`config.mk`:
```
export PLATFORM = sky130hd
export DESIGN_NAME = slt_prescale_counter
export DESIGN_NICKNAME = d
export VERILOG_FILES = /design/src/rtl/slt_prescale_counter.sv
export SDC_FILE = /design/constraint.sdc
export NUM_CORES = 1
export LEC_CHECK = 0
export ABC_AREA = 1
export BUFFER_PORTS_ARGS = -buffer_cell sky130_fd_sc_hd__buf_2
export CAP_MARGIN = 30
export CORE_MARGIN = 1
export CORE_UTILIZATION = 53
export DETAILED_ROUTE_END_ITERATION = 8
export PLACE_DENSITY = 0.89
export SLEW_MARGIN = 5
export SYNTH_ARGS = -nofsm -noshare
export SYNTH_HDL_FRONTEND = slang
export SYNTH_SLANG_ARGS = --single-unit
```
`constraint.sdc`:
```
create_clock -name Clk -period 1.95 [get_ports Clk]
set_input_delay 0.195 -clock Clk [delete_from_list [all_inputs] [get_ports Clk]]
set_output_delay 0.195 -clock Clk [all_outputs]
set_load 0.01 [all_outputs]
```
`src/rtl/slt_prescale_counter.sv`:
```
// Multi-channel event counter with a programmable per-channel prescaler, tick pulses and sticky overflow.
// Define SLT_PRESCALE_SATURATE_EN to make counts saturate at all-ones instead of wrapping.
module slt_prescale_counter #(
  parameter int WIDTH       = 64,
  parameter int NUM_CH      = 2,
  parameter int SEL_W       = 1,
  parameter int PRE_W       = 5,
  parameter int PRE_DEFAULT = 4
) (
  input  logic                    Clk,
  input  logic                    Reset_n,
  input  logic                    En,
  input  logic [SEL_W-1:0]        Slt,
  input  logic                    Clr,
  input  logic                    Div_we,
  input  logic [PRE_W-1:0]        Div_in,
  output logic [NUM_CH*WIDTH-1:0] Count,
  output logic [NUM_CH-1:0]       Tick,
  output logic [NUM_CH-1:0]       Ovf
);

  genvar gi;
  generate
    for (gi = 0; gi < NUM_CH; gi++) begin : g_ch
      localparam logic [SEL_W-1:0] CH_IDX    = SEL_W'(gi);
      localparam logic [PRE_W-1:0] DIV_RESET = (gi == 0) ? PRE_W'(1) : PRE_W'(PRE_DEFAULT);

      logic [WIDTH-1:0] count_reg;
      logic [PRE_W-1:0] pre_reg;
      logic [PRE_W-1:0] div_reg;
      logic             tick_reg;
      logic             ovf_reg;
      logic             sel;
      logic [PRE_W-1:0] eff_div;
      logic             last_event;

      // An out-of-range Slt matches no channel, so every channel simply holds.
      assign sel        = (Slt == CH_IDX);
      assign eff_div    = (div_reg == '0) ? PRE_W'(1) : div_reg;
      assign last_event = (pre_reg == eff_div - PRE_W'(1));

      always_ff @(posedge Clk) begin
        if (!Reset_n) begin
          count_reg <= '0;
          pre_reg   <= '0;
          div_reg   <= DIV_RESET;
          tick_reg  <= 1'b0;
          ovf_reg   <= 1'b0;
        end else begin
          tick_reg <= 1'b0;
          if (sel) begin
            if (Clr) begin
              count_reg <= '0;
              pre_reg   <= '0;
              ovf_reg   <= 1'b0;
            end else if (Div_we) begin
              div_reg <= Div_in;
              pre_reg <= '0;
            end else if (En) begin
              if (last_event) begin
                pre_reg <= '0;
                if (&count_reg) begin
`ifdef SLT_PRESCALE_SATURATE_EN
                  ovf_reg <= 1'b1;
`else
                  count_reg <= '0;
                  ovf_reg   <= 1'b1;
                  tick_reg  <= 1'b1;
`endif
                end else begin
                  count_reg <= count_reg + WIDTH'(1);
                  tick_reg  <= 1'b1;
                end
              end else begin
                pre_reg <= pre_reg + PRE_W'(1);
              end
            end
          end
        end
      end

      assign Count[gi*WIDTH +: WIDTH] = count_reg;
      assign Tick[gi]                 = tick_reg;
      assign Ovf[gi]                  = ovf_reg;
    end
  endgenerate

endmodule

```
==> summary.md <==
| Metric | Value |
|---|---|
| Status | complete, but fails checks |
| Failing checks | negative setup slack |
| Hold Path Sink | g_ch[1].div_reg[3] |
| Worst clock skew | 0.01365 ns |
| Clock transition at path regs | 0.07 ns |
| Chip height | 143.5 um |
| Post-synthesis cell type count | 37 |
| DIE WIDTH | 143.5 um |
| Xor and xnor area share after synthesis | 6.524% |
| Max-cap viol count | 0 |
| DRC viols | 0 |
| Mux share of post-synthesis cell area | 0% |
| DR WL/cell | 19.63 um |
| Cell breakdown of the critical path | nor2_4, nand3b_1, nand2_2, inv_2, ha_4, nand2_1, nand2_1, nand2_1, nand3_1, nor2_1, nand3_2, a21boi_4, buf_12, clkbuf_16, nand2_2, a21oi_1 |
| EDFF count, synth | 0 |
| Avg Inst Size Synth | 5.847 um^2 |
| Register-to-Register Path Depth | 16 |
| Post-synth ARST share | 0% |
| Die footprint | 20580 um^2 |
| Flop-to-flop setup slack | -0.67 ns |
| Gr ovfl total | 0 |
| Largest family of logic cells by synthesized area | simple AND/OR/NAND/NOR gates |
| Buffers added on ports | 142 |
| RSZ-0062 raised after global routing | yes |
| Slew HR | 49.60% |
| Area growth syn-to-layout | 46.60% |
| Hold path startpoint | Div_in[3] |
| Reg2reg start | g_ch[0].div_reg[0] |
| Final hold vios | 0 |
| Slew at the pin closest to its max-slew limit | 0.7532 ns |
| Initial DRC Count | 1693 |
| Max clock buf depth | 2 |
| Post-Synthesis Cells | 1814 |
| Post-DP HPWL | 29120 um |
| Main synth FF type | dfxtp_1 |
| Final worst-path setup slack | -0.6668 ns |
| Crit path required time | 2.29 ns |
| Core Region | 19530 um^2 |
| N_diodes | 0 |
| Total wire length | 47610 um |
| Antenna violations before repair | 0 |
| PD cells | 505.1 nW/um^2 |
| Finish-stage setup viols | 141 |
| Root buffer cell | clkbuf_16 |
| CP most frequent cell | nand2_1 |
| Nets | 2165 |
| Setup CP Type | flop to flop |
| FF-to-FF End | g_ch[0].count_reg[29] |
| Gr usage total | 41.09% |
| H-tree Lvls | 4 |
| DP Cell Count | 2345 |
| Setup crit end kind | flop |
| Syn_nets | 1831 |
| Simple-gate portion of the synthesized area | 47.23% |
| Leak | 6.301 nW |
| Initial Util | 54.32% |
| Post-Synth Adder-Cell Area | 0.7078% |
| Worst Path Max Fanout | 5 |
| Clock sink count | 152 |
| Clock Latency Late Sink | 0.44 ns |
| Worst hold slack | 0.01109 ns |
| Worst min path class | input pin to flop |
| Sequential share of the synthesized area | 28.69% |
| Synth Area in Compound Gates | 8.883% |
| Max reg flops | 128 |
| Layout cells sized above 1 | 31.28% |
| Non-Filler Instances | 2426 |
| CTS tree | yes |
| Slew Viols, Final | 0 |
| Worst setup SP type | flop |
| Post-CTS Hold Buffers | 0 |
| Worst Path Arrival | 2.96 ns |
| TritonRoute pass-1 iters | 6 |
| Vias in the first global route | 12722 |
| Final GP Congestion | 1.013 |
| Synth Register Bits | 152 |
| Crit-path slowest cell | dfxtp_2 |
| Io pins | 143 |
| Global-route wire length before repair | 65350 um |
| Via Count | 14370 |
| Final worst-path cycle share | 134.2% |
| Tmin final | 2.617 ns |
| Via/cell ratio | 5.923 |
| Row count | 51 |
| CP peak stage delay | 0.34 ns |
| Synth Warn # | 0 |
| Hold Path Depth | 3 |
| VDD IR-drop max | 0.0005869 V |
| Synthesized area | 10610 um^2 |
| Largest net degree at the start of global routing | 54 |
| TritonCTS Buffers | 17 |
| Post-route ant nets | 0 |
| DP Worst Slack | -0.3932 ns |
| Fmax | 0.3821 GHz |
## final cells by class
class	instances	area [um^2]
fillers	1342	3978
clock buffers	20	456.7
flip-flops and latches	152	3052
multi-input cells	1468	7811
clock inverters	12	141.4
well taps	265	331.6
inverters	137	528.0
repair buffers	372	3228
## where the power goes
group	switching [mW]	internal (mW)	total, mW
combinational	0.711	0.527	1.24
sequential	0.0185	3.12	3.14
clock	1.50	1.97	3.47
total	2.23	5.62	7.85
## per-layer routing
layer | up-vias | part of all wire [%] | track usage (%)
met5 | - | 0 | 0
li1 | 6418 | - | -
met2 | 1059 | 46 | 70.11
met3 | 301 | 11 | 8.031
met4 | 0 | 7.7 | 21.67
met1 | 6592 | 35 | 48.62
## how the worst max path moves through the flow
stage	to	start	slack, ns	cells after the start
floorplan	g_ch[0].count_reg[45]	g_ch[0].div_reg[3]	-0.13	15
global placement	g_ch[1].count_reg[32]	g_ch[1].div_reg[3]	-0.28	15
detailed placement	g_ch[1].count_reg[20]	g_ch[1].div_reg[0]	-0.39	13
CTS	g_ch[0].count_reg[33]	g_ch[0].div_reg[3]	-0.32	17
global route	g_ch[1].count_reg[23]	g_ch[1].div_reg[2]	-0.79	18
finish	g_ch[0].count_reg[29]	g_ch[0].div_reg[0]	-0.67	16
## stage by stage
step	area (um^2)	setup TNS, ns	utilization, %	power [mW]
floorplan	10720	-9.689	-	3.607
global placement	12900	-27.47	66.08	3.835
detailed placement	12900	-38.79	66.08	3.846
CTS	14380	-36.82	73.66	7.478
global route	15550	-76.02	79.63	7.964
finish	15550	-70.18	79.63	7.853
## repair_timing
action / CTS / global route
endpoints found under the hold margin: 0 / 0
pin swaps: 27 / 73
endpoints found under the setup margin: 140 / 142
setup buffers: 14 / 13
gates cloned: 10 / 19
resized for setup: 124 / 196
## logic make-up after synthesis
kind of cell,count (synthesis)
adder cells (fa/ha/maj),6
AND/OR/NAND/NOR,1211
AO/OA/AOI/OAI,170
buffers and inverters,196
flip-flops,152
XOR/XNOR,79
## Yosys cell counts, types with 4 or more instances
library cell / number / area [um^2]
inv_1: 131 / 491.7
a21oi_1: 118 / 590.6
a21oi_2: 10 / 87.58
inv_2: 5 / 18.77
xnor2_1: 23 / 201.4
buf_6: 5 / 56.30
xor2_1: 56 / 490.5
nand4_1: 27 / 168.9
nand2_1: 619 / 2323
o21bai_1: 14 / 105.1
nor2_2: 11 / 68.82
buf_2: 19 / 95.09
o21ai_0: 20 / 100.1
clkbuf_1: 25 / 93.84
and2_1: 4 / 25.02
buf_4: 9 / 67.56
nor2_4: 6 / 67.56
nand3_1: 112 / 560.5
nand2_2: 16 / 100.1
nor2_1: 359 / 1348
dfxtp_1: 152 / 3043
nand3b_1: 4 / 30.03
nor3_1: 42 / 210.2
ha_1: 6 / 75.07
## worst max-delay path, delay by kind of cell, from the launching register on
family                   cells  cell delay [ns]
buffers and inverters        3             0.39
adder cells (fa/ha/maj)      1             0.16
AND/OR/NAND/NOR             10             1.14
AO/OA/AOI/OAI                2             0.49
flip-flops                   1             0.34
## cell usage in the layout, fill, tap and decap left out, types with 3 or more instances in the layout
| cell | n |
|---|---|
| nand2_1 | 519 |
| nor2_1 | 351 |
| buf_4 | 168 |
| dfxtp_1 | 145 |
| buf_2 | 141 |
| inv_1 | 128 |
| nand3_1 | 92 |
| a21oi_2 | 74 |
| nand2_2 | 72 |
| xor2_1 | 56 |
| a21oi_1 | 54 |
| nand2_4 | 44 |
| nor3_1 | 40 |
| clkbuf_16 | 33 |
| nand4_1 | 27 |
| buf_12 | 25 |
| xnor2_1 | 23 |
| o21ai_0 | 17 |
| nand3_2 | 15 |
| nor2_2 | 14 |
| o21bai_1 | 14 |
| buf_6 | 12 |
| nor2_4 | 11 |
| nand3_4 | 7 |
| dfxtp_2 | 7 |
| inv_2 | 6 |
| buf_16 | 6 |
| nand2_8 | 5 |
| clkinvlp_4 | 5 |
| nand3b_1 | 4 |
| inv_6 | 4 |
| and2_1 | 4 |
| ha_1 | 4 |
| buf_8 | 4 |
| o21ai_2 | 3 |
Power figures use the tool's default switching activity.
